==> config.mk <==
export PLATFORM = sky130hd
export DESIGN_NAME = cpu_run_ctrl
export DESIGN_NICKNAME = d
export VERILOG_FILES = /design/src/rtl/cpu_run_ctrl_pkg.sv /design/src/rtl/cpu_run_ctrl_trace_fifo.sv /design/src/rtl/cpu_run_ctrl.sv
export SDC_FILE = /design/constraint.sdc
export NUM_CORES = 1
export LEC_CHECK = 0
export CAP_MARGIN = 20
export CORE_MARGIN = 8
export CORE_UTILIZATION = 36
export CTS_CLUSTER_DIAMETER = 100
export DETAILED_ROUTE_END_ITERATION = 8
export PLACE_DENSITY = 0.56
export SLEW_MARGIN = 20
export SYNTH_ARGS = -nofsm -noshare
export SYNTH_HDL_FRONTEND = slang
export SYNTH_HIERARCHICAL = 1
export SYNTH_SLANG_ARGS = --single-unit
==> constraint.sdc <==
create_clock -name clk -period 7.5 [get_ports clk]
set_input_delay 1.5 -clock clk [delete_from_list [all_inputs] [get_ports clk]]
set_output_delay 1.5 -clock clk [all_outputs]
set_load 0.1 [all_outputs]
==> src/rtl/cpu_run_ctrl_pkg.sv <==
// -----------------------------------------------------------------------------
// cpu_run_ctrl_pkg
// Shared definitions for the CPU run controller.
//   run_state_e    : controller state encoding (idle, core reset, run, done)
//   trace_entry_w  : width of one trace entry, {timestamp, value}
// -----------------------------------------------------------------------------
package cpu_run_ctrl_pkg;

    typedef enum logic [1:0] {
        StIdle  = 2'd0,
        StReset = 2'd1,
        StRun   = 2'd2,
        StDone  = 2'd3
    } run_state_e;

    // A trace entry is the RUN-cycle timestamp concatenated with the core value.
    function automatic int unsigned trace_entry_w(input int unsigned cnt_w,
                                                  input int unsigned data_w);
        return cnt_w + data_w;
    endfunction

endpackage

==> src/rtl/cpu_run_ctrl_trace_fifo.sv <==
// -----------------------------------------------------------------------------
// trace_fifo
// Synchronous FIFO holding trace entries, with a registered read port.
//   clk_i      : clock
//   rst_i      : asynchronous active-high reset
//   clr_i      : synchronous clear of both pointers (contents are don't-care)
//   push_i     : write wr_data_i (accepted when not full, or when full and a
//                pop happens in the same cycle)
//   wr_data_i  : entry to write
//   pop_i      : read one entry; ignored while empty
//   rd_data_o  : popped entry, valid the cycle after the pop, otherwise held
//   full_o     : DEPTH entries stored
//   empty_o    : no entries stored
//   dropped_o  : a push this cycle is being discarded because the FIFO is full
// -----------------------------------------------------------------------------
module trace_fifo #(
    parameter int unsigned WIDTH = 8,
    parameter int unsigned DEPTH = 16
) (
    input  logic             clk_i,
    input  logic             rst_i,
    input  logic             clr_i,
    input  logic             push_i,
    input  logic [WIDTH-1:0] wr_data_i,
    input  logic             pop_i,
    output logic [WIDTH-1:0] rd_data_o,
    output logic             full_o,
    output logic             empty_o,
    output logic             dropped_o
);

    localparam int unsigned AW = $clog2(DEPTH);

    // One extra pointer bit distinguishes full from empty when the indices match.
    logic [AW:0]      wr_ptr_q;
    logic [AW:0]      rd_ptr_q;
    logic [WIDTH-1:0] rd_data_q;
    logic [WIDTH-1:0] mem_q [DEPTH];

    logic do_push;
    logic do_pop;

    always_comb begin
        empty_o   = (wr_ptr_q == rd_ptr_q);
        full_o    = (wr_ptr_q[AW] != rd_ptr_q[AW]) &&
                    (wr_ptr_q[AW-1:0] == rd_ptr_q[AW-1:0]);
        do_pop    = pop_i && !empty_o && !clr_i;
        // A pop frees a slot in the same cycle, so a full FIFO still accepts.
        do_push   = push_i && !clr_i && (!full_o || do_pop);
        dropped_o = push_i && !clr_i && full_o && !do_pop;
        rd_data_o = rd_data_q;
    end

    always_ff @(posedge clk_i or posedge rst_i) begin
        if (rst_i) begin
            wr_ptr_q  <= '0;
            rd_ptr_q  <= '0;
            rd_data_q <= '0;
        end else if (clr_i) begin
            wr_ptr_q <= '0;
            rd_ptr_q <= '0;
        end else begin
            if (do_push) begin
                wr_ptr_q <= wr_ptr_q + 1'b1;
            end
            if (do_pop) begin
                rd_ptr_q  <= rd_ptr_q + 1'b1;
                rd_data_q <= mem_q[rd_ptr_q[AW-1:0]];
            end
        end
    end

    // Storage needs no reset; only slots below the write pointer are ever read.
    always_ff @(posedge clk_i) begin
        if (do_push) begin
            mem_q[wr_ptr_q[AW-1:0]] <= wr_data_i;
        end
    end

endmodule

==> src/rtl/cpu_run_ctrl.sv <==
// -----------------------------------------------------------------------------
// cpu_run_ctrl
// Run controller for the CPU core: pulses the core reset, runs the core for a
// programmable number of cycles, then freezes it, tracing every change of the
// core output value with its RUN-cycle timestamp.
//   clk, reset      : clock, asynchronous active-high reset
//   start           : begin a run (taken in IDLE or DONE)
//   stop            : end the current run after this cycle (RUN only)
//   run_cycles      : RUN length, sampled with start
//   inr_in/cpu_inr  : core input value, registered through to the core
//   cpu_reset       : core reset, low only while running
//   cpu_outvalue    : core output value being traced
//   busy, done      : run in progress / run finished
//   cycle_count     : RUN cycles elapsed (saturating)
//   trace_*         : trace FIFO read port, status and sticky overflow
// -----------------------------------------------------------------------------
module cpu_run_ctrl
    import cpu_run_ctrl_pkg::*;
#(
    parameter int unsigned DATA_W      = 16,
    parameter int unsigned INR_W       = 4,
    parameter int unsigned CNT_W       = 21,
    parameter int unsigned RST_CYCLES  = 2,
    parameter int unsigned TRACE_DEPTH = 16
) (
    input  logic                    clk,
    input  logic                    reset,
    input  logic                    start,
    input  logic                    stop,
    input  logic [CNT_W-1:0]        run_cycles,
    input  logic [INR_W-1:0]        inr_in,
    output logic                    cpu_reset,
    output logic [INR_W-1:0]        cpu_inr,
    input  logic [DATA_W-1:0]       cpu_outvalue,
    output logic                    busy,
    output logic                    done,
    output logic [CNT_W-1:0]        cycle_count,
    input  logic                    trace_rd_en,
    output logic [CNT_W+DATA_W-1:0] trace_rd_data,
    output logic                    trace_empty,
    output logic                    trace_full,
    output logic                    trace_overflow
);

    localparam int unsigned TW = trace_entry_w(CNT_W, DATA_W);
    localparam int unsigned RW = (RST_CYCLES > 1) ? $clog2(RST_CYCLES) : 1;

    run_state_e         state_q;
    logic [CNT_W-1:0]   run_len_q;
    logic [RW-1:0]      rst_cnt_q;
    logic [CNT_W-1:0]   cycle_count_q;
    logic [DATA_W-1:0]  prev_q;
    logic               overflow_q;
    logic               cpu_reset_q;
    logic               busy_q;
    logic               done_q;
    logic [INR_W-1:0]   cpu_inr_q;

    logic               launch;
    logic               changed;
    logic               trace_push;
    logic               trace_dropped;
    logic [TW-1:0]      trace_wr_data;

    always_comb begin
        launch        = start && ((state_q == StIdle) || (state_q == StDone));
        changed       = (cpu_outvalue != prev_q);
        trace_push    = (state_q == StRun) && changed;
        trace_wr_data = {cycle_count_q, cpu_outvalue};
    end

    trace_fifo #(
        .WIDTH (TW),
        .DEPTH (TRACE_DEPTH)
    ) u_trace_fifo (
        .clk_i     (clk),
        .rst_i     (reset),
        .clr_i     (launch),
        .push_i    (trace_push),
        .wr_data_i (trace_wr_data),
        .pop_i     (trace_rd_en),
        .rd_data_o (trace_rd_data),
        .full_o    (trace_full),
        .empty_o   (trace_empty),
        .dropped_o (trace_dropped)
    );

    always_ff @(posedge clk or posedge reset) begin
        if (reset) begin
            state_q       <= StIdle;
            run_len_q     <= '0;
            rst_cnt_q     <= '0;
            cycle_count_q <= '0;
            prev_q        <= '0;
            overflow_q    <= 1'b0;
            cpu_reset_q   <= 1'b1;
            busy_q        <= 1'b0;
            done_q        <= 1'b0;
            cpu_inr_q     <= '0;
        end else begin
            cpu_inr_q <= inr_in;
            case (state_q)
                StIdle, StDone: begin
                    if (start) begin
                        state_q       <= StReset;
                        run_len_q     <= run_cycles;
                        rst_cnt_q     <= RW'(RST_CYCLES - 1);
                        cycle_count_q <= '0;
                        overflow_q    <= 1'b0;
                        cpu_reset_q   <= 1'b1;
                        busy_q        <= 1'b1;
                        done_q        <= 1'b0;
                    end
                end
                StReset: begin
                    // Track the core's post-reset value so the first RUN cycle
                    // only logs a genuine change.
                    prev_q <= cpu_outvalue;
                    if (rst_cnt_q == '0) begin
                        if (run_len_q != '0) begin
                            state_q     <= StRun;
                            cpu_reset_q <= 1'b0;
                        end else begin
                            state_q     <= StDone;
                            busy_q      <= 1'b0;
                            done_q      <= 1'b1;
                        end
                    end else begin
                        rst_cnt_q <= rst_cnt_q - 1'b1;
                    end
                end
                StRun: begin
                    if (changed) begin
                        prev_q <= cpu_outvalue;
                    end
                    if (trace_dropped) begin
                        overflow_q <= 1'b1;
                    end
                    if (cycle_count_q != '1) begin
                        cycle_count_q <= cycle_count_q + 1'b1;
                    end
                    if (stop || (cycle_count_q == run_len_q - CNT_W'(1))) begin
                        state_q     <= StDone;
                        cpu_reset_q <= 1'b1;
                        busy_q      <= 1'b0;
                        done_q      <= 1'b1;
                    end
                end
                default: begin
                    state_q <= StIdle;
                end
            endcase
        end
    end

    always_comb begin
        cpu_reset      = cpu_reset_q;
        cpu_inr        = cpu_inr_q;
        busy           = busy_q;
        done           = done_q;
        cycle_count    = cycle_count_q;
        trace_overflow = overflow_q;
    end

endmodule

==> reports/qor.txt <==
Synth top area share: 63.3%
DIE WIDTH: 295 µm
Combinational power share: 31.7%
Sum Neg Setup Slack: 0 ps
Postcts setup bufs: 0
Detailed Place HPWL: 38500 µm
Worst skew pair latency: 610 ps
Critical path class: reg -> out
I/O Buffers: 113
Nets: 1646
CTS Sinks: 708
Sequential area share after synthesis: 73.7%
Layout cells sized above 1: 25.4%
Gate Count Post-Synth: 1427
Sw Ratio: 33.6%
Clock Tree Root: clkbuf_16
Final worst-path setup slack: 2340 ps
DRC Markers: 0
Main synth FF type: edfxtp_1
Clock Path Buffers: 3
Placer's final routability congestion estimate: 0.774
Post-Place Setup Slack: 2050 ps
CTS resizes: 0
Initial core utilization: 36.3%
Sequential cell area: 20700 µm²
Synth Cell Area: 28100 µm²
Initial DRC Count: 872
Avg Inst Size Synth: 19.7 µm²
Cts hold-fix bufs: 0
Antenna-violating nets left: 0
Hold Crit Class: reg -> reg
Vias in the first global route: 15035
Multi-input logic area: 7060 µm²
Slew Limit Fails: 0
Clock power share: 28.8%
Int Power: 8.35 mW
Total leakage power: 10.8 nW
Period utilisation layout: 68.8%
Final setup violation count: 0
Net Count, Synth: 1482
Relative slew slack: 27.9%
Top post-synthesis cells by area: edfxtp_1 (63%), mux4_2 (12%), dfrtp_1 (10%), mux2_2 (2.6%), a22oi_1 (2.0%)
CTS tree: done
Std-Cell Rows: 102
Max Cap Viol: 0
Core area: 77300 µm²
Post-synth ARST share: 16.4%
Via count: 14045
GRT overflow: 0
Die Area: 87200 µm²
Worst-margin pin slew: 1080 ps
Hold Vio Cnt, Final: 0
Synth area leader: edfxtp_1
TritonRoute pass-1 iters: 5
Total Wirelength: 66500 µm
Worst Clk Skew: 25.8 ps
Switch Pwr: 4.22 mW
RSZ-0062 raised after global routing: false
Status: finished, final reports clean
Fillers: 6823
GRT Util Overall: 15.4%
Crit path max fanout: 51
WL per Instance: 24.7 µm
Largest net degree at the start of global routing: 106
Dpl cells: 2553
Antenna violations before repair: 0
Num CTS Buffers: 75
Die H: 295 µm
Synth Warn #: 6
Critical Path End Type: primary output
Power per cell area: 381 nW/µm²
Global-route wire length before repair: 100000 µm
Startpoint class of the critical path: register
# diodes: 0
Yosys cell types: 67
Area growth syn-to-layout: 17.5%
FMAX: 194 MHz
VDD IR-drop max: 303 µV
Final worst path period need: 5160 ps
Reg power frac: 39.6%
Post-synth EDFFs: 592
Worst EP required: 6000 ps
Via/cell ratio: 5.22
CTS H-tree lvls: 3
Layout Cells excl Fill: 2691
Clk slew on worst S/H paths: 60 ps
FF+latch count, synth: 708
I/O pin count: 114
WP data arrival: 3660 ps
## power by group through the flow
stage	Sequential (mW)	Combinational, mW	Clock, mW
after floorplan	5.77	2.28	0
after global placement	5.05	4.01	0
after detailed placement	5.06	4.04	0
after CTS	4.98	4.05	3.73
after global routing	5.03	4.25	3.87
final	4.97	3.98	3.62
## cells by family (layout without fill, tap and decap cells)
group | after synthesis | after routing | synth area share [%]
flip-flops | 708 | 708 | 73.7
multiplexers | 227 | 227 | 15.1
AND/OR/NAND/NOR | 209 | 209 | 3.93
AO/OA/AOI/OAI | 123 | 123 | 3.15
buffers and inverters | 83 | 307 | 1.58
XOR/XNOR | 68 | 68 | 2.15
adder cells (fa/ha/maj) | 9 | 9 | 0.401
## routing by layer
layer | up-vias | GRT usage (%) | share of wire, %
li1 | 6100 | - | -
met1 | 7462 | 21.1 | 44
met2 | 374 | 24.6 | 48
met3 | 109 | 3.60 | 5.9
met4 | 0 | 4.54 | 2.6
met5 | - | 0 | 0
## synth_stat cells (all sizes together), types with 12 or more instances
library cell,count
inv,14
mux2,75
nor2,47
nand3,14
nand4,14
dfrtp,115
clkbuf,35
o21ai,15
nand2,61
buf,34
xor2,22
a21oi,12
a22oi,74
mux4,148
edfxtp,592
xnor2,46
## critical path, cell delays in order, from the launching register on
cell and delay [ps]:
dfrtp_4 940, xnor2_1 210, nand4_2 250, nor2_2 390
clkdlybuf4s50_1 1220
## through the flow
step	total power, mW	hold slack [ps]	util (%)	instance area (µm²)
detailed placement	9.10	485	39.5	30600
global placement	9.06	482	39.5	30600
global route	13.1	522	42.7	33000
floorplan	8.04	501	-	28100
CTS	12.8	508	42.6	33000
finish	12.6	498	42.7	33000
## cell usage in the layout (no fill, tap or decap), drive strengths merged, types with 3 or more instances in the layout
cell type / instances
edfxtp: 592
mux4: 148
dfrtp: 115
clkdlybuf4s50: 113
clkbuf: 108
mux2: 75
a22oi: 74
nand2: 61
nor2: 47
xnor2: 46
buf: 43
xor2: 22
clkinv: 22
o21ai: 15
inv: 15
nand3: 14
nand4: 14
a21oi: 12
or3: 10
nor3: 10
and3: 10
ha: 9
nor4: 8
nor2b: 7
nand3b: 6
mux2i: 4
bufinv: 4
and2: 4
and4: 4
o211ai: 3
nor3b: 3
or4: 3
a211oi: 3
## worst paths after layout
path / slack (ps) / from / depth (start not counted) / end
setup / recovery: 2340 / u_trace_fifo/rd_ptr_q[1] / 4 / trace_empty
hold / removal: 500 / busy / 1 / busy
setup reg to reg: 3270 / state_q[0] / 11 / u_trace_fifo/mem_q[8][3]
hold reg to reg: 500 / busy / 1 / busy
max in group asynchronous: 5080 / reset / 3 / u_trace_fifo/rd_ptr_q[1]
min in group asynchronous: 1350 / reset / 3 / prev_q[0]
## flip-flops by register name (all words and copies together), names as in the netlist
| register | cells |
|---|---|
| busy | 1 |
| cpu_inr | 4 |
| cpu_reset | 1 |
| cycle_count | 21 |
| done | 1 |
| prev_q | 16 |
| rst_cnt_q | 1 |
| run_len_q | 21 |
| state_q | 2 |
| trace_overflow | 1 |
| u_trace_fifo/mem_q | 592 |
| u_trace_fifo/rd_data_o | 37 |
| u_trace_fifo/rd_ptr_q | 5 |
| u_trace_fifo/wr_ptr_q | 5 |
## area by class of cell
cell class | instances | share of cell area, %
flip-flops and latches | 708 | 62.7
multi-input cells | 636 | 21.4
clock buffers | 108 | 6.50
repair buffers | 156 | 4.50
well taps | 1040 | 3.94
clock inverters | 29 | 0.792
inverters | 14 | 0.163
No activity file was read; power rests on OpenSTA's default activity.
